<file path="config.mk">
export PLATFORM = sky130hd
export DESIGN_NAME = hazard_ctrl
export DESIGN_NICKNAME = d
export VERILOG_FILES = /design/src/rtl/hazard_ctrl.sv
export SDC_FILE = /design/constraint.sdc
export NUM_CORES = 1
export LEC_CHECK = 0
export BUFFER_PORTS_ARGS = -buffer_cell sky130_fd_sc_hd__buf_2
export CAP_MARGIN = 20
export CORE_MARGIN = 4
export CORE_UTILIZATION = 56
export DETAILED_ROUTE_END_ITERATION = 8
export GPL_ROUTABILITY_DRIVEN = 0
export GPL_TIMING_DRIVEN = 1
export PLACE_DENSITY = 0.95
export SYNTH_ARGS = -nofsm -noshare
export SYNTH_HDL_FRONTEND = slang
export SYNTH_SLANG_ARGS = --single-unit
</file>
<file path="constraint.sdc">
create_clock -name clk -period 4.52 [get_ports clk]
set_input_delay 0.226 -clock clk [delete_from_list [all_inputs] [get_ports clk]]
set_output_delay 0.226 -clock clk [all_outputs]
set_load 0.02 [all_outputs]
</file>
<file path="src/rtl/hazard_ctrl.sv">
// -----------------------------------------------------------------------------
// hazard_ctrl
//   Hazard and stall controller for the 5-stage MIPS pipeline. Produces the
//   register enables and bubble/NOP flushes for PC, IF_ID, ID_EX, EX_MEM and
//   MEM_WB from three hazard sources:
//     - cache freezes (ICache_stall / DCache_stall): whole pipeline holds
//     - taken branch resolved in MEM: three younger stages are squashed
//     - load-use: one bubble into ID_EX while PC and IF_ID hold
//   A RUN/WAIT/ERR wait-state FSM counts consecutive frozen cycles and raises a
//   sticky timeout once a freeze lasts longer than MAX_WAIT cycles.
//
// Parameters
//   MAX_WAIT  consecutive frozen cycles tolerated before timeout (1..65535)
//   CNT_W     width of the wait counter, must hold MAX_WAIT
//
// Ports
//   clk, rst               clock; synchronous active-high reset
//   ID_rs, ID_rt, ID_use_rt  source registers of the instruction in ID
//   EX_MemRead, EX_rt      lw in EX and its destination register
//   MEM_branch_taken       beq in MEM with zero=1
//   ICache_stall, DCache_stall  cache busy handshakes
//   *_write, *_flush       pipeline register enables / bubble loads
//   timeout                sticky watchdog flag, cleared only by rst
//   dbg_state              current FSM state (RUN=0, WAIT=1, ERR=2)
//
// Optional build macro HAZARD_PERF_CNT_EN adds saturating 32-bit counters
//   perf_freeze (frozen cycles), perf_flush (branch flush cycles) and
//   perf_bubble (load-use bubble cycles).
//
// Handshake: a cache holds its stall high for as long as it is busy; every
//   cycle with either stall high is one frozen cycle, and the controller
//   releases the pipeline in the same cycle the stall drops.
// -----------------------------------------------------------------------------
module hazard_ctrl #(
    parameter int unsigned MAX_WAIT = 255,
    parameter int unsigned CNT_W    = 16
) (
    input  logic       clk,
    input  logic       rst,
    input  logic [4:0] ID_rs,
    input  logic [4:0] ID_rt,
    input  logic       ID_use_rt,
    input  logic       EX_MemRead,
    input  logic [4:0] EX_rt,
    input  logic       MEM_branch_taken,
    input  logic       ICache_stall,
    input  logic       DCache_stall,
    output logic       PC_write,
    output logic       IF_ID_write,
    output logic       ID_EX_write,
    output logic       EX_MEM_write,
    output logic       MEM_WB_write,
    output logic       IF_ID_flush,
    output logic       ID_EX_flush,
    output logic       EX_MEM_flush,
    output logic       timeout,
    output logic [1:0] dbg_state
`ifdef HAZARD_PERF_CNT_EN
    ,
    output logic [31:0] perf_freeze,
    output logic [31:0] perf_flush,
    output logic [31:0] perf_bubble
`endif
);

    typedef enum logic [1:0] {
        RUN  = 2'd0,
        WAIT = 2'd1,
        ERR  = 2'd2
    } state_t;

    localparam logic [CNT_W-1:0] MAX_CNT = CNT_W'(MAX_WAIT);

    state_t           state, state_nxt;
    logic [CNT_W-1:0] wait_cnt, wait_cnt_nxt;
    logic             timeout_nxt;

    logic freeze;
    logic lu;
    logic br;

    assign freeze = ICache_stall | DCache_stall;
    assign br     = MEM_branch_taken;
    // Register 0 is hardwired to zero, so a lw targeting it never creates a
    // real dependency.
    assign lu     = EX_MemRead && (EX_rt != 5'd0) &&
                    ((EX_rt == ID_rs) || (ID_use_rt && (EX_rt == ID_rt)));

    assign dbg_state = state;

    // ---------------- state register ----------------
    always_ff @(posedge clk) begin
        if (rst) begin
            state    <= RUN;
            wait_cnt <= '0;
            timeout  <= 1'b0;
        end else begin
            state    <= state_nxt;
            wait_cnt <= wait_cnt_nxt;
            timeout  <= timeout_nxt;
        end
    end

    // ---------------- next-state logic ----------------
    always_comb begin
        state_nxt    = state;
        wait_cnt_nxt = wait_cnt;
        timeout_nxt  = timeout;
        unique case (state)
            RUN: begin
                if (freeze) begin
                    state_nxt    = WAIT;
                    wait_cnt_nxt = CNT_W'(1);
                end
            end
            WAIT: begin
                if (!freeze) begin
                    state_nxt    = RUN;
                    wait_cnt_nxt = '0;
                end else if (wait_cnt == MAX_CNT) begin
                    state_nxt   = ERR;
                    timeout_nxt = 1'b1;
                end else if (wait_cnt != '1) begin
                    wait_cnt_nxt = wait_cnt + CNT_W'(1);
                end
            end
            ERR: begin
                // Counter stays parked at MAX_WAIT while the freeze persists.
                if (!freeze) begin
                    state_nxt    = RUN;
                    wait_cnt_nxt = '0;
                end
            end
            default: begin
                state_nxt    = RUN;
                wait_cnt_nxt = '0;
            end
        endcase
    end

    // ---------------- pipeline controls (same-cycle) ----------------
    // The FSM does not gate the controls: even in ERR the pipeline keeps
    // obeying the caches, so only rst and the hazard priority matter here.
    always_comb begin
        PC_write     = 1'b1;
        IF_ID_write  = 1'b1;
        ID_EX_write  = 1'b1;
        EX_MEM_write = 1'b1;
        MEM_WB_write = 1'b1;
        IF_ID_flush  = 1'b0;
        ID_EX_flush  = 1'b0;
        EX_MEM_flush = 1'b0;
        if (rst || freeze) begin
            PC_write     = 1'b0;
            IF_ID_write  = 1'b0;
            ID_EX_write  = 1'b0;
            EX_MEM_write = 1'b0;
            MEM_WB_write = 1'b0;
        end else if (br) begin
            IF_ID_flush  = 1'b1;
            ID_EX_flush  = 1'b1;
            EX_MEM_flush = 1'b1;
        end else if (lu) begin
            PC_write    = 1'b0;
            IF_ID_write = 1'b0;
            ID_EX_flush = 1'b1;
        end
    end

`ifdef HAZARD_PERF_CNT_EN
    always_ff @(posedge clk) begin
        if (rst) begin
            perf_freeze <= '0;
            perf_flush  <= '0;
            perf_bubble <= '0;
        end else begin
            if (freeze && (perf_freeze != '1))
                perf_freeze <= perf_freeze + 32'd1;
            if (!freeze && br && (perf_flush != '1))
                perf_flush <= perf_flush + 32'd1;
            if (!freeze && !br && lu && (perf_bubble != '1))
                perf_bubble <= perf_bubble + 32'd1;
        end
    end
`endif

endmodule

</file>
Yosys cells after proc, flatten, opt, wreduce, memory -nomap -nowiden
Index checks and enable logic that the tools add are counted.
{"block": "word_totals", "regBits": 19}
{"block": "op_classes", "add_sub_neg": 1, "n_eq_ne": 11, "bitwise_logic": 1, "n_reduce_logical": 10, "n_mux": 20}
{"op": "$mux 16", "count": 5}
{"op": "$pmux 16 s3", "count": 1}
{"op": "$add 16x1->16 const B", "count": 1}
{"op": "$eq 16x8->1 const B", "count": 1}
{"op": "$ne 16x16->1 const B", "count": 1}
{"op": "$eq 5x5->1", "count": 2}
{"op": "$mux 1", "count": 9}
{"op": "$ne 3x3->1 const B", "count": 3}
{"op": "$mux 2", "count": 4}
{"op": "$pmux 2 s3", "count": 1}
{"op": "$reduce_and 3->1", "count": 2}
{"op": "$reduce_bool 5->1", "count": 1}
{"op": "$ne 2x2->1 const B", "count": 2}
{"op": "$reduce_and 4->1", "count": 1}
{"op": "$logic_and 1x1->1", "count": 3}
{"op": "$eq 2x1->1 const B", "count": 1}
{"op": "$eq 2x2->1 const B", "count": 1}
{"op": "$logic_not 2->1", "count": 1}
{"op": "$logic_or 1x1->1", "count": 2}
{"op": "$or 1x1->1", "count": 1}

Logic depth before layout (Yosys ltp)
{"block": "depth", "word_depth": 7, "ltp_mapped": 7}

Least setup slack after synthesis
OpenSTA, ideal clock, no wires.
{"block": "synth_timing", "kind": "register to register", "from": "register wait_cnt[0]", "to": "register wait_cnt[13]", "setup_slack_ns": 2.774, "n_path_buf": 0, "stages_incl_launch_ff": 7, "period_less_slack_ns": 1.746, "arrival_ns": 1.671, "t_required_ns": 4.445, "cell_sequence": "dfxtp_1 > ha_1 > and3_1 > nand4_2 > nand2_2 > or4_1 > a31oi_1"}
{"block": "synth_via", "elab_chain_cells": 5, "elab_cells_between_ends": 10, "classes_between": "1 x add/sub; 4 x eq/ne; 4 x mux; 1 x reduce/logical"}
{"element": "start, declared", "line": "75", "text": "logic [CNT_W-1:0] wait_cnt, wait_cnt_nxt;"}
{"element": "start signal, assigned", "line": "99", "text": "wait_cnt <= wait_cnt_nxt;"}
{"element": "$add 16x1->16", "line": "124", "text": "wait_cnt_nxt = wait_cnt + CNT_W'(1);"}
{"element": "$mux 16", "line": "123", "text": "end else if (wait_cnt != '1) begin"}
{"element": "$mux 16", "line": "120", "text": "end else if (wait_cnt == MAX_CNT) begin"}
{"element": "$mux 16", "line": "117", "text": "if (!freeze) begin"}
{"element": "$pmux 16 s3", "line": "109", "text": "unique case (state)"}
Several ways; a longest one is shown, not always the timed one. The select of a mux whose other input is x is not followed.
A chain may end at the register's enable or synchronous reset.

Worst setup path in the final report
{"block": "layout_timing", "from": "register wait_cnt[0]", "to": "register wait_cnt[11]"}
The elaborated chain is that of the path after synthesis.

==> out/summary.md <==
The worst stage delay on the critical path came out at 0.93 ns. The run gives 0 as the max-slew violation total from the final report. Summing every instance area after synthesis gives 0.00128 mm2. In this run the post-CTS setup repair buffer count came out at 0. Buffers inserted to repair hold after CTS numbered 0.

When the netlist entered floorplanning its net count stood at 178. TritonCTS built the clock tree. The critical path is of the reg2reg type.

In this run the standard cell core region covers 0.00219 mm2. The run gives 5.71 mm as the first-pass GRT wire length. The number of logic stages on the critical path including buffering works out to 6. Clock tree synthesis selected as its root buffer the cell sky130_fd_sc_hd__clkbuf_4.

The total of flip-flops plus latches after synthesis was 19. Worst slack on hold paths: 0.246 ns. The number of synthesized flops with an enable pin was 0; the final-report setup violation count was 0. The insertion delay to the later sink of the worst-skew pair was 0.30 ns; the cell internal power dissipation was 224 uW.

Worst relative slew slack: 0.285. Setup repair after global routing left no endpoint under its margin. The tools report the maximum operating frequency as 392 MHz.

The core utilization of the finished layout is 0.656. The power density of the placed cells was 215 mW/mm2. The combined buffer and inverter count along the critical path works out to 0. The switching part of the total power came out at 0.276.

The number of cells on the worst reg-to-reg path is 6. Traced cell by cell, the critical path runs through ha_1, and3_1, nand4_2, a211oi_2, o21ai_1, a21oi_1. The kind of cell with the highest combined delay along the critical path is compound AO/OA/AOI/OAI gates.

The post-detailed-routing wire length was 3.37 mm. The worst vdd rail ir drop was 0.000205 V. STA classifies the critical path endpoint as a register. The floorplan step defined a die boundary enclosing 0.00312 mm2. The logs give 209 for the post-layout instance count excluding filler cells and 4.75 ns for the required time at the worst-slack endpoint. Synthesis instantiated 51 different standard cells from the library.

The clock sink count came out at 19. After layout, the worst setup slack is 1.97 ns. The relative contribution of combinational cells to total power was 0.160; the via-per-instance ratio was 6.51.

The reported net switching power came out at 85.4 uW. The tightest min-delay check is of the in2reg type. For the total track usage, the log shows 0.222. After global routing the overflow that remains totals 0.

The first routing iteration left 79 violations. Clock-pin slew was measured on the worst setup and hold paths at 0.11 ns. In this run the static leakage power is 0.557 nW.

The tools report the starting utilization of the core area as 0.585. The final-report hold violation count is 0, and the peak fanout along the critical path is 21. The total number of vias was 1360; the quantity of I/O buffers inserted on ports was 32. The sequential power share was 0.558.

The count of nets left with antenna violations once routing finished came out at 0. From bottom edge to top edge, the die measures 55.9 um. Fraction of layout instances using a drive strength above 1: 0.265.

After detailed placement, the design holds a cell count of 205. The first detailed-routing pass took 4 iterations. For the fill cell instance count of the final layout, the log shows 174. In this run the horizontal extent of the chip is 55.9 um. The run gives 0.282 as the fraction of power consumed by the clock network. On the critical path, the stage with the largest delay is an instance of sky130_fd_sc_hd__a211oi_2. From synthesis to final layout, the design area changed by 12.1%.

The post-synthesis sequential area ratio was 0.297. The run gives 0 as the antenna diode count. Max-cap violations in this run came to 0.

Across the routed clock network, the largest skew measured is 0.00106 ns. The worst setup path is launched from a register. The setup check on the worst reg-to-reg path leaves a slack of 1.97 ns.

The most used flip-flop cell after synthesis is sky130_fd_sc_hd__dfxtp_1. The tools report the DRC violations left as 0. The run finished with clean final reports.

The share of synthesized registers carrying an async set or reset is 0, and the wire length per cell after detailed routing is 16.1 um. After floorplanning, the core was divided into 17 placement rows. The clock passes through at most 2 buffers. Yosys printed 0 warnings. The run gives 1 as the depth of the CTS H-tree. STA puts the critical path data arrival time at 2.78 ns. Leaving out fill and tap cells, the most frequent cell in the layout is sky130_fd_sc_hd__buf_2. The largest net degree at the start of global routing is 22, and the pre-CTS worst setup slack is 2.06 ns.

The logs give 0 for the quantity of gates resized following cts and 3 for the total CTS buffers. For the number of antenna violations at the first check in global routing, the log shows 0. Synthesis handed over a netlist of 155 instances.

At the pin with the least slew margin, the transition time is 1.07 ns. The per-instance average area after synthesis works out to 8.27 um2. The via count of the first global-routing pass was 1308; the post-route minimum period was 2.55 ns. 33 I/O pins were placed.

The tools report the count of nets after finishing as 205. The post-route fraction of the period consumed by the critical path is 0.564. Summed over all failing endpoints, the final setup total negative slack is 0 ns.

Hold path depth: 2. For the detailed-placement wirelength estimate, the log shows 2.50 mm. In the layout the commonest cells are sky130_fd_sc_hd__buf_2 (32), sky130_fd_sc_hd__dfxtp_1 (19), sky130_fd_sc_hd__a21oi_1 (15).
-- synthesized netlist by cell type, types with 3 or more instances --
cell type	instances	area share
sky130_fd_sc_hd__nor4_1	3	0.015
sky130_fd_sc_hd__nor3_1	4	0.016
sky130_fd_sc_hd__or3_1	10	0.049
sky130_fd_sc_hd__xor2_1	6	0.041
sky130_fd_sc_hd__dfxtp_1	19	0.30
sky130_fd_sc_hd__a21oi_1	15	0.059
sky130_fd_sc_hd__a31oi_1	3	0.015
sky130_fd_sc_hd__nand4_1	4	0.020
sky130_fd_sc_hd__nand3_1	7	0.027
sky130_fd_sc_hd__or4_1	3	0.018
sky130_fd_sc_hd__nor2_1	7	0.020
sky130_fd_sc_hd__xnor2_1	4	0.027
sky130_fd_sc_hd__nand2_1	9	0.026
sky130_fd_sc_hd__buf_4	7	0.041
sky130_fd_sc_hd__o21ai_1	9	0.035
sky130_fd_sc_hd__and3_1	3	0.015
-- metal layers --
layer | track usage | up-vias | part of all wire
li1 | - | 644 | -
met1 | 0.278 | 626 | 0.42
met2 | 0.367 | 78 | 0.46
met3 | 0.0626 | 12 | 0.099
met4 | 0.0712 | 0 | 0.018
met5 | 0 | - | 0
-- registers in the layout (all words and copies together), names as in the netlist --
register / flops
dbg_state: 2
timeout: 1
wait_cnt: 16
-- worst reg2reg max path: stages (launching register included) --
cell                       delay (ns)
sky130_fd_sc_hd__dfxtp_1         0.48
sky130_fd_sc_hd__ha_1            0.30
sky130_fd_sc_hd__and3_1          0.23
sky130_fd_sc_hd__nand4_2         0.15
sky130_fd_sc_hd__a211oi_2        0.93
sky130_fd_sc_hd__o21ai_1         0.19
sky130_fd_sc_hd__a21oi_1         0.20
-- power groups by stage --
stage	Clock, mW	Combinational (mW)	Sequential (mW)
after floorplan	0	0.0308	0.177
after global placement	0	0.0470	0.176
after detailed placement	0	0.0489	0.177
after CTS	0.0871	0.0492	0.173
after global routing	0.0966	0.0544	0.173
final	0.0872	0.0496	0.173
-- through the flow --
| step | area (um2) | power (mW) |
|---|---|---|
| final | 1440 | 0.310 |
| after global routing | 1440 | 0.324 |
| after CTS | 1440 | 0.309 |
| after detailed placement | 1410 | 0.225 |
| after global placement | 1410 | 0.223 |
| after floorplan | 1280 | 0.207 |
-- path summary, 6_finish.rpt --
check,start,endpoint
setup reg to reg,wait_cnt[0],wait_cnt[11]
setup / recovery,wait_cnt[0],wait_cnt[11]
hold reg to reg,timeout,timeout
hold / removal,rst,wait_cnt[1]
-- cell families (layout without fill, tap and decap cells) --
kind of cell,Yosys count,in the layout,share of synthesized area
compound gates,44,44,0.218
xor+xnor,10,10,0.0683
fa+ha+maj,1,1,0.00975
buf+inv,12,38,0.0576
flops,19,19,0.297
mux,1,1,0.00781
simple gates,68,68,0.342
-- layout make-up --
type                            instances  area [um2]  share of cell area
Clock buffer                            4        26.3              0.0183
Inverter                                2        7.51             0.00522
Multi-Input combinational cell        124         828               0.576
Sequential cell                        19         380               0.265
Tap cell                               28        35.0              0.0244
Timing Repair Buffer                   32         160               0.111
(Power assumes the default switching activity.)
